## src/rtl/if_stage_if.sv

```systemverilog
// Instruction-memory bus between the fetch stage and the ROM.
interface if_stage_if;
  logic [31:0] imem_addr;
  logic [31:0] imem_data;

  modport master (
    output imem_addr,
    input  imem_data
  );

  modport slave (
    input  imem_addr,
    output imem_data
  );
endinterface

```

## src/rtl/if_stage.sv

```systemverilog
// PA-RISC instruction fetch: PC/nPC pair, IF/ID register, stall/redirect.
// Define IF_PERF_CNT_EN to build the fetch/stall performance counters.
module if_stage #(
  parameter logic [31:0] RESET_PC = 32'h0000_0000
) (
  input  logic        clk,
  input  logic        reset,
  input  logic        le,
  input  logic        tak,
  input  logic [31:0] ta,
  input  logic        nullify,
  if_stage_if.master  imem,
  output logic [31:0] if_id_instr,
  output logic [31:0] if_id_pc,
  output logic [31:0] pc,
  output logic [31:0] npc,
  output logic [31:0] fetch_cnt,
  output logic [31:0] stall_cnt
);

  logic [31:0] pc_q, pc_d;
  logic [31:0] npc_q, npc_d;
  logic [31:0] instr_q, instr_d;
  logic [31:0] ifpc_q, ifpc_d;
  logic        pend_q, pend_d;
  logic [31:0] pend_ta_q, pend_ta_d;
  logic [31:0] ta_al;
  logic        redir;
  logic [31:0] redir_ta;

  assign ta_al    = ta & ~32'h3;
  assign redir    = tak | pend_q;
  assign redir_ta = tak ? ta_al : pend_ta_q;

  always_comb begin
    pc_d      = pc_q;
    npc_d     = npc_q;
    instr_d   = instr_q;
    ifpc_d    = ifpc_q;
    pend_d    = pend_q;
    pend_ta_d = pend_ta_q;
    if (le) begin
      instr_d = nullify ? 32'h0 : imem.imem_data;
      ifpc_d  = pc_q;
      pc_d    = npc_q;
      npc_d   = redir ? redir_ta : npc_q + 32'd4;
      pend_d  = 1'b0;
    end else begin
      if (nullify) instr_d = 32'h0;
      // Remember a branch resolved while stalled
      if (tak) begin
        pend_d    = 1'b1;
        pend_ta_d = ta_al;
      end
    end
  end

  always_ff @(posedge clk) begin
    if (reset) begin
      pc_q      <= RESET_PC;
      npc_q     <= RESET_PC + 32'd4;
      instr_q   <= 32'h0;
      ifpc_q    <= 32'h0;
      pend_q    <= 1'b0;
      pend_ta_q <= 32'h0;
    end else begin
      pc_q      <= pc_d;
      npc_q     <= npc_d;
      instr_q   <= instr_d;
      ifpc_q    <= ifpc_d;
      pend_q    <= pend_d;
      pend_ta_q <= pend_ta_d;
    end
  end

`ifdef IF_PERF_CNT_EN
  logic [31:0] fcnt_q, fcnt_d;
  logic [31:0] scnt_q, scnt_d;

  always_comb begin
    fcnt_d = fcnt_q;
    scnt_d = scnt_q;
    if (le && !nullify) fcnt_d = fcnt_q + 32'd1;
    if (!le) scnt_d = scnt_q + 32'd1;
  end

  always_ff @(posedge clk) begin
    if (reset) begin
      fcnt_q <= 32'h0;
      scnt_q <= 32'h0;
    end else begin
      fcnt_q <= fcnt_d;
      scnt_q <= scnt_d;
    end
  end

  assign fetch_cnt = fcnt_q;
  assign stall_cnt = scnt_q;
`else
  assign fetch_cnt = 32'h0;
  assign stall_cnt = 32'h0;
`endif

  assign imem.imem_addr = pc_q;
  assign if_id_instr    = instr_q;
  assign if_id_pc       = ifpc_q;
  assign pc             = pc_q;
  assign npc            = npc_q;

endmodule
```

## src/flat_wrapper.sv

```systemverilog
// flat-port wrapper written by rule: the top's interface ports become plain ports
module if_stage_flat 
#(
  parameter logic [31:0] RESET_PC = 32'h0000_0000
)
  (clk, reset, le, tak, ta, nullify, if_id_instr, if_id_pc, pc, npc, fetch_cnt, stall_cnt, imem_imem_addr, imem_imem_data);
  if_stage_if imem_i ();
  input  logic clk;
  input  logic reset;
  input  logic le;
  input  logic tak;
  input  logic [31:0] ta;
  input  logic nullify;
  output logic [31:0] if_id_instr;
  output logic [31:0] if_id_pc;
  output logic [31:0] pc;
  output logic [31:0] npc;
  output logic [31:0] fetch_cnt;
  output logic [31:0] stall_cnt;
  output wire logic [$bits(imem_i.imem_addr)-1:0] imem_imem_addr;
  input wire logic [$bits(imem_i.imem_data)-1:0] imem_imem_data;
  assign imem_imem_addr = imem_i.imem_addr;
  assign imem_i.imem_data = imem_imem_data;
  if_stage #(.RESET_PC(RESET_PC)) u_core (.clk(clk), .reset(reset), .le(le), .tak(tak), .ta(ta), .nullify(nullify), .imem(imem_i), .if_id_instr(if_id_instr), .if_id_pc(if_id_pc), .pc(pc), .npc(npc), .fetch_cnt(fetch_cnt), .stall_cnt(stall_cnt));
endmodule
```

## config.mk

```make
export PLATFORM = sky130hd
export DESIGN_NAME = if_stage_flat
export DESIGN_NICKNAME = d
export VERILOG_FILES = /design/src/rtl/if_stage_if.sv /design/src/rtl/if_stage.sv /design/src/flat_wrapper.sv
export SDC_FILE = /design/constraint.sdc
export NUM_CORES = 1
export LEC_CHECK = 0
export CORE_MARGIN = 4
export CORE_UTILIZATION = 44
export CTS_CLUSTER_DIAMETER = 150
export DETAILED_ROUTE_END_ITERATION = 8
export GPL_TIMING_DRIVEN = 0
export PLACE_DENSITY = 0.81
export SKIP_CTS_REPAIR_TIMING = 1
export SLEW_MARGIN = 30
export SYNTH_ARGS = -nofsm -noshare
export SYNTH_HDL_FRONTEND = slang
export SYNTH_SLANG_ARGS = --single-unit
```

## constraint.sdc

```tcl
create_clock -name clk -period 1.9 [get_ports clk]
set_input_delay 0.38 -clock clk [delete_from_list [all_inputs] [get_ports clk]]
set_output_delay 0.38 -clock clk [all_outputs]
set_load 0.02 [all_outputs]
```

# --- Word-level counts from Yosys, hierarchy flattened ---
# Index checks and enable logic that the tools add are counted.
totals:
  reg_bits: 161
  inputBits: 69
  out_inout_bits: 224
  word_cells: 15
op_classes:
  add_sub_neg: 1
  n_mux: 5
  n_bitwise: 1
  reduce_logical: 2
ops:
  columns: ["operator", "n"]
  rows:
  - ["32-bit 2-to-1 mux", 5]
  - ["32-bit by 3-bit adder with 32-bit output, second input constant", 1]
  - ["2-bit nonzero test", 1]
  - ["2-bit OR reduction", 1]
  - ["1-bit OR", 1]

# --- Longest topological paths before layout ---
# Gate-level depths: netlist (run 1).
logic_depth:
  word_depth: 2
  ltp_mapped: 7
  depth_no_buf: 6

# --- Worst setup path after synthesis (run 1) ---
# No wires, ideal clock.
synth_path:
  path_kind: "reg2reg"
  start: "register u_core.npc_q[2] (netlist: u_core.npc[2])"
  end: "register u_core.npc_q[28] (netlist: u_core.npc[28])"
  t_arrival_ps: 1814
  required_time_ps: 1768
  setup_slack_ps: -46
  path_stages_with_launch: 8
  path_buffers: 1
  synth_period_minus_slack_ps: 1946
  path_cell_list: "dfxtp_1 > ha_1 > nand3_1 > nor4_2 > buf_6 > nor3b_2 > mux2i_1 > o32ai_1"
synth_via:
  elab_chain_cells: 2
synth_lines:
  columns: ["element", "line", "rtl"]
  rows:
  - ["from (decl)", "if_stage.sv:22", "logic [31:0] npc_q, npc_d;"]
  - ["from (signal assigned)", "if_stage.sv:61", "npc_q <= RESET_PC + 32'd4;"]
  - ["from (signal assigned)", "if_stage.sv:68", "npc_q <= npc_d;"]
  - ["32-bit by 3-bit adder with 32-bit output", "if_stage.sv:46", "npc_d = redir ? redir_ta : npc_q + 32'd4;"]
  - ["32-bit 2-to-1 mux", "if_stage.sv:46", null]
# Every way passes these cells.
# A chain may end at the register's enable or synchronous reset.

# --- Final worst setup path (run 1) ---
layout_path:
  start: "register u_core.npc_q[5] (netlist: u_core.npc[5])"
  end: "output port npc[5]"
layout_rtl:
  columns: ["element", "line", "rtl"]
  rows:
  - ["to (decl)", "flat_wrapper.sv:17", "output logic [31:0] npc;"]
# No word-level cell between the ends.

==> results.json, run 1 <==
{
  "hold_start": "u_core.pend_ta_q[16]",
  "num_rows": 47,
  "reg2reg_slack_ns": 0.06,
  "cp_max_fo": 8,
  "grt_pass1_vias": 6408,
  "drive_above_1_share": 0.166,
  "cts_root_buf": "clkbuf_16",
  "worstPathArrival_ns": 1.49,
  "ant_nets": 0,
  "cts.clk_slew.worst_paths_ns": 0.06,
  "io_pins": 293,
  "initial_core_util": 0.450,
  "fin_nets": 1229,
  "cp-end-kind": "output port",
  "syn-cell-area_um2": 7450,
  "dr.pass1.iters": 6,
  "cp-start-kind": "flip-flop",
  "rsz0062_at_grt": "true",
  "antenna_found_initial": 1,
  "slew_headroom": 0.552,
  "final_cell_mix": "clkdlybuf4s50_1 (176), dfxtp_1 (147), nor2_1 (122), mux2i_1 (101), buf_4 (99)",
  "grt_max_degree": 17,
  "cts.path.max_buffers": 2,
  "via_count": 7090,
  "grtUsageTotal": 0.227,
  "area_growth_pct": 49.5,
  "cp-endpoint": "npc[5]",
  "final_common_cell": "clkdlybuf4s50_1",
  "cts_tree": "yes",
  "synth_area_per_cell_um2": 8.77,
  "crit_family": "buffers and inverters",
  "wl_um": 22900,
  "startpoint": "u_core.npc[5]",
  "yosysSeqAreaShare": 0.432,
  "synthArstFlopShare": 0,
  "whs_ns": 0.451,
  "r2r-end": "u_core.npc[15]",
  "overflow": 0,
  "globalplace.congestion": 0.931,
  "ys_warn_count": 0,
  "slowest_delay_ns": 0.65,
  "power.total_mw": 8.93,
  "critPathSlowestCell": "clkdlybuf4s50_1",
  "p_leak_nw": 5.53,
  "n_fill_cell": 1345,
  "reg2regPathDepth": 7,
  "cts_htree_levels": 4,
  "required_ns": 1.52,
  "syn_inst": 850,
  "max_cap_viol_count": 0,
  "ys_ff_latch": 161,
  "drv_slew": 0,
  "worst_slack_ns": 0.0252,
  "grt_pass1_wl_um": 35500,
  "dpl.hpwl_um": 16900,
  "die_x_um": 138,
  "post_dp_cell_area_um2": 10200,
  "post-route-util": 0.672,
  "drt_iter0_markers": 724,
  "numCtsBuffers": 17,
  "design.die.area_um2": 19100,
  "outcome": "finished, final reports clean",
  "synth-edff-count": 0,
  "hp-class": "reg -> reg",
  "drc_errors": 0,
  "p_per_area_nw_per_um2": 801,
  "r2r-start": "u_core.npc[4]",
  "clock_sinks": 161,
  "clock_latency_ns": 0.43,
  "fmax_mhz": 533,
  "crit_type": "reg -> out",
  "synth_ff_type": "dfxtp_1",
  "worst-slew-pin-transition_ns": 0.671,
  "fin_crit_sh": 0.987,
  "io_buffers": 225,
  "seq_area_um2": 3260,
  "post_drt_wl_per_cell_um": 16.4,
  "path_buf_inv": 1,
  "multi_input_area_um2": 3490,
  "path_cells": "clkdlybuf4s50_1",
  "core_area_um2": 16600,
  "final-hold-violation-count": 0,
  "pre_cts_ws_ns": -0.886,
  "vias_per_cell": 5.10,
  "min_period_ns": 1.87,
  "final_area_um2": 11100,
  "skew_ns": 0.00702,
  "synth.distinct_cells": 63,
  "die_h_um": 138,
  "max-vdd-ir-drop_v": 0.000660,
  "cp.depth": 1,
  "setup-violations-final": 0
}
-- through the flow --
step           setup TNS (ns)  cells
2_1_floorplan               0    913
3_3_place_gp           -96.95   1358
3_5_place_dp           -98.66   1358
4_1_cts                -35.89   1388
5_1_grt                     0   1391
6_report                    0   1391
-- Yosys cell counts (3+ instances only) --
cell      instances  area share
o21a_1            4      0.0040
buf_4            96       0.097
a21oi_1          51       0.034
nor2_1          122       0.061
buf_2            17       0.011
and3_1            7      0.0059
dfxtp_1         161        0.43
nor3_1            5      0.0034
a221oi_1          3      0.0035
a31oi_1           5      0.0042
nand2b_1          5      0.0042
o32ai_1           3      0.0035
a21o_1            3      0.0030
o31ai_1           6      0.0060
a41oi_1           3      0.0035
a311oi_1          3      0.0035
o311ai_0          4      0.0047
clkbuf_1         35       0.018
a22o_1            7      0.0082
o21ai_1           3      0.0020
o21ai_0          26       0.017
nand3_1          11      0.0074
nand4_1           6      0.0050
a22oi_1          10       0.010
mux2i_1         101        0.14
inv_1            11      0.0055
nand2_1          93       0.047
a32o_1            3      0.0040
nor2b_1           3      0.0025
-- report_power, final --
group | total, mW | internal [mW] | switching [mW]
combinational | 1.41 | 0.652 | 0.758
clock | 3.88 | 2.52 | 1.36
sequential | 3.64 | 3.51 | 0.136
-- how the worst min path moves through the flow --
stage                           end  slack (ns)  depth (start not counted)
2_1_floorplan  u_core.pend_ta_q[16]        0.43                          2
3_3_place_gp   u_core.pend_ta_q[16]        0.44                          2
3_5_place_dp   u_core.pend_ta_q[16]        0.44                          2
4_1_cts        u_core.pend_ta_q[16]        0.45                          2
5_1_grt         u_core.pend_ta_q[7]        0.47                          2
6_report       u_core.pend_ta_q[16]        0.45                          2
-- metal layers --
layer / wire length [um] / vias up / track usage / part of all wire
li1: - / 3387 / - / -
met1: 9200 / 3278 / 0.288 / 0.40
met2: 11100 / 374 / 0.377 / 0.48
met3: 2070 / 51 / 0.0618 / 0.091
met4: 536 / 0 / 0.0718 / 0.023
met5: 0 / - / 0 / 0
-- cell families after synthesis --
kind of cell / count (synthesis) / share of synthesized area
AND/OR/NAND/NOR: 270 / 0.160
buffers and inverters: 165 / 0.137
flip-flops: 161 / 0.432
AO/OA/AOI/OAI: 150 / 0.131
multiplexers: 101 / 0.136
adder cells (fa/ha/maj): 1 / 0.00168
other: 1 / 0.000503
XOR/XNOR: 1 / 0.00118
-- area by class of cell --
type,count,area share
Tap cell,220,0.0247
Sequential cell,161,0.292
Timing Repair Buffer,227,0.214
Clock buffer,20,0.0410
Inverter,13,0.00471
Buffer,152,0.0912
Clock inverter,10,0.0185
Multi-Input combinational cell,587,0.313
Antenna cell,1,0.000225
-- registers in the layout, summed over array words and instances (netlist names) --
name                   cells
u_core.if_id_pc           32
u_core.pend_ta_q          32
u_core.npc                32
u_core.imem.imem_addr     32
u_core.if_id_instr        32
u_core.pend_q              1
Power figures use the tool's default switching activity.
==> run 2, diff against run 1 <==
CORE_UTILIZATION = 40   (was 44)
PLACE_DENSITY = 0.77   (was 0.81)
clock period = 1.7 ns   (was 1.9 ns; I/O delays follow)
==> run 2 against run 1 <==
  * The run now ends with setup timing left
  * Utilization fell by 3.0 points
  * Count of clock-buffer cells in the layout decreased by 2
  * Sequential share of layout area down 1.2 points
  * Cell area increased by 4.6%
  * Die area increased by 9.4%
  * Sequential cell count unchanged
  * Final cell count is 1.9% higher
  * Clock skew rose by 0.0048 ns
  * Register-to-register slack worse by 0.15 ns
==> results.json, run 2 (synthesized netlist as in run 1, its figures left out) <==
{
  "fin_cells": 1417,
  "n_fill_cell": 1451,
  "worst-slew-pin-transition_ns": 0.631,
  "design.die.area_um2": 20900,
  "final_area_um2": 11700,
  "post-route-util": 0.643,
  "rsz0062_at_grt": "true",
  "fin_crit_sh": 1.06,
  "overflow": 0,
  "cp_max_fo": 8,
  "dr.pass1.iters": 7,
  "required_ns": 1.98,
  "hp-class": "reg -> reg",
  "post_dp_cell_area_um2": 10300,
  "cts.path.max_buffers": 2,
  "crit_type": "reg -> reg",
  "grt_max_degree": 17,
  "drive_above_1_share": 0.197,
  "cts_htree_levels": 4,
  "reg2reg_slack_ns": -0.09,
  "antenna_found_initial": 2,
  "grtUsageTotal": 0.211,
  "drt_iter0_markers": 509,
  "num_rows": 49,
  "setup-violations-final": 12,
  "critPathSlowestCell": "dfxtp_4",
  "die_x_um": 145,
  "io_pins": 293,
  "outcome": "complete, but fails checks",
  "cp-start-kind": "flip-flop",
  "cts_root_buf": "clkbuf_16",
  "final-hold-violation-count": 0,
  "globalplace.congestion": 0.886,
  "wl_um": 24200,
  "die_h_um": 145,
  "min_period_ns": 1.79,
  "cts.clk_slew.worst_paths_ns": 0.06,
  "dp_cells": 1367,
  "fmax_mhz": 557,
  "cp-end-kind": "flip-flop",
  "clock_latency_ns": 0.42,
  "cts_tree": "yes",
  "worstPathArrival_ns": 2.07,
  "post_drt_wl_per_cell_um": 17.1,
  "final_common_cell": "dlymetal6s2s_1",
  "grt_pass1_vias": 6401,
  "numCtsBuffers": 17,
  "ant_nets": 0,
  "core_area_um2": 18100,
  "clock_sinks": 161,
  "max_cap_viol_count": 0,
  "path_cells": "ha_4 -> nand3_4 -> nor4_4 -> buf_6 -> nor3b_4 -> mux2i_1 -> o32ai_1",
  "worst_slack_ns": -0.0942,
  "dpl.hpwl_um": 17300,
  "area_growth_pct": 56.4,
  "slew_headroom": 0.579,
  "max-vdd-ir-drop_v": 0.000736,
  "p_leak_nw": 7.60,
  "final_cell_mix": "dlymetal6s2s_1 (161), dfxtp_1 (144), nor2_1 (117), buf_4 (114), mux2i_1 (101)",
  "slowest_delay_ns": 0.42,
  "initial_core_util": 0.411,
  "violations": "setup timing",
  "grt_pass1_wl_um": 34900,
  "drc_errors": 0,
  "skew_ns": 0.0119,
  "drv_slew": 0,
  "vias_per_cell": 5.03,
  "p_per_area_nw_per_um2": 805,
  "via_count": 7123,
  "io_buffers": 225,
  "fin_nets": 1244
}
-- run 2: final timing paths --
kind | startpoint | to | depth (start not counted)
min reg2reg | u_core.pend_ta_q[2] | u_core.pend_ta_q[2] | 2
min | u_core.pend_ta_q[2] | u_core.pend_ta_q[2] | 2
max | u_core.npc[2] | u_core.npc[28] | 7
max reg2reg | u_core.npc[2] | u_core.npc[28] | 7
-- run 2: power by group --
group          total (mW)  switching, mW  internal (mW)
Combinational        1.60          0.865          0.739
Clock                3.71           1.64           2.07
Sequential           4.07          0.156           3.92
Total                9.39           2.66           6.73
-- run 2: cell type report --
type,instances,area [um2],area share
clock inverters,14,133,0.0114
repair inverters,1,7.51,0.000644
inverters,13,52.6,0.00451
diodes,1,2.50,0.000215
plain buffers,152,1050,0.0901
clock buffers,18,439,0.0377
repair buffers,241,2810,0.241
flip-flops and latches,161,3260,0.280
multi-input cells,587,3620,0.310
well taps,229,287,0.0246
-- run 2: through the flow --
step	worst slack, ns	setup TNS, ns	hold slack (ns)	total power [mW]
after floorplan	-0.00794	-0.0153	0.432	5.06
after global placement	-0.983	-116.86	0.437	5.68
after detailed placement	-1.04	-122.55	0.443	5.71
after CTS	-0.592	-70.42	0.451	9.40
after global routing	-0.210	-1.92	0.475	9.74
final	-0.0942	-0.689	0.454	9.39
-- run 2: layer usage --
metal	track usage	wire length (um)	part of all wire	vias to the layer above
met5	0	13	0.00054	-
met4	0.0574	488	0.020	2
met3	0.0800	2530	0.10	46
met2	0.337	11500	0.47	372
met1	0.269	9670	0.40	3283
li1	-	-	-	3420
-- run 2: critical path, delay by kind of cell (launching register included) --
family / cells / cell delay (ns)
fa+ha+maj: 1 / 0.18
mux: 1 / 0.20
flops: 1 / 0.42
compound gates: 1 / 0.10
buf+inv: 1 / 0.17
simple gates: 3 / 0.59
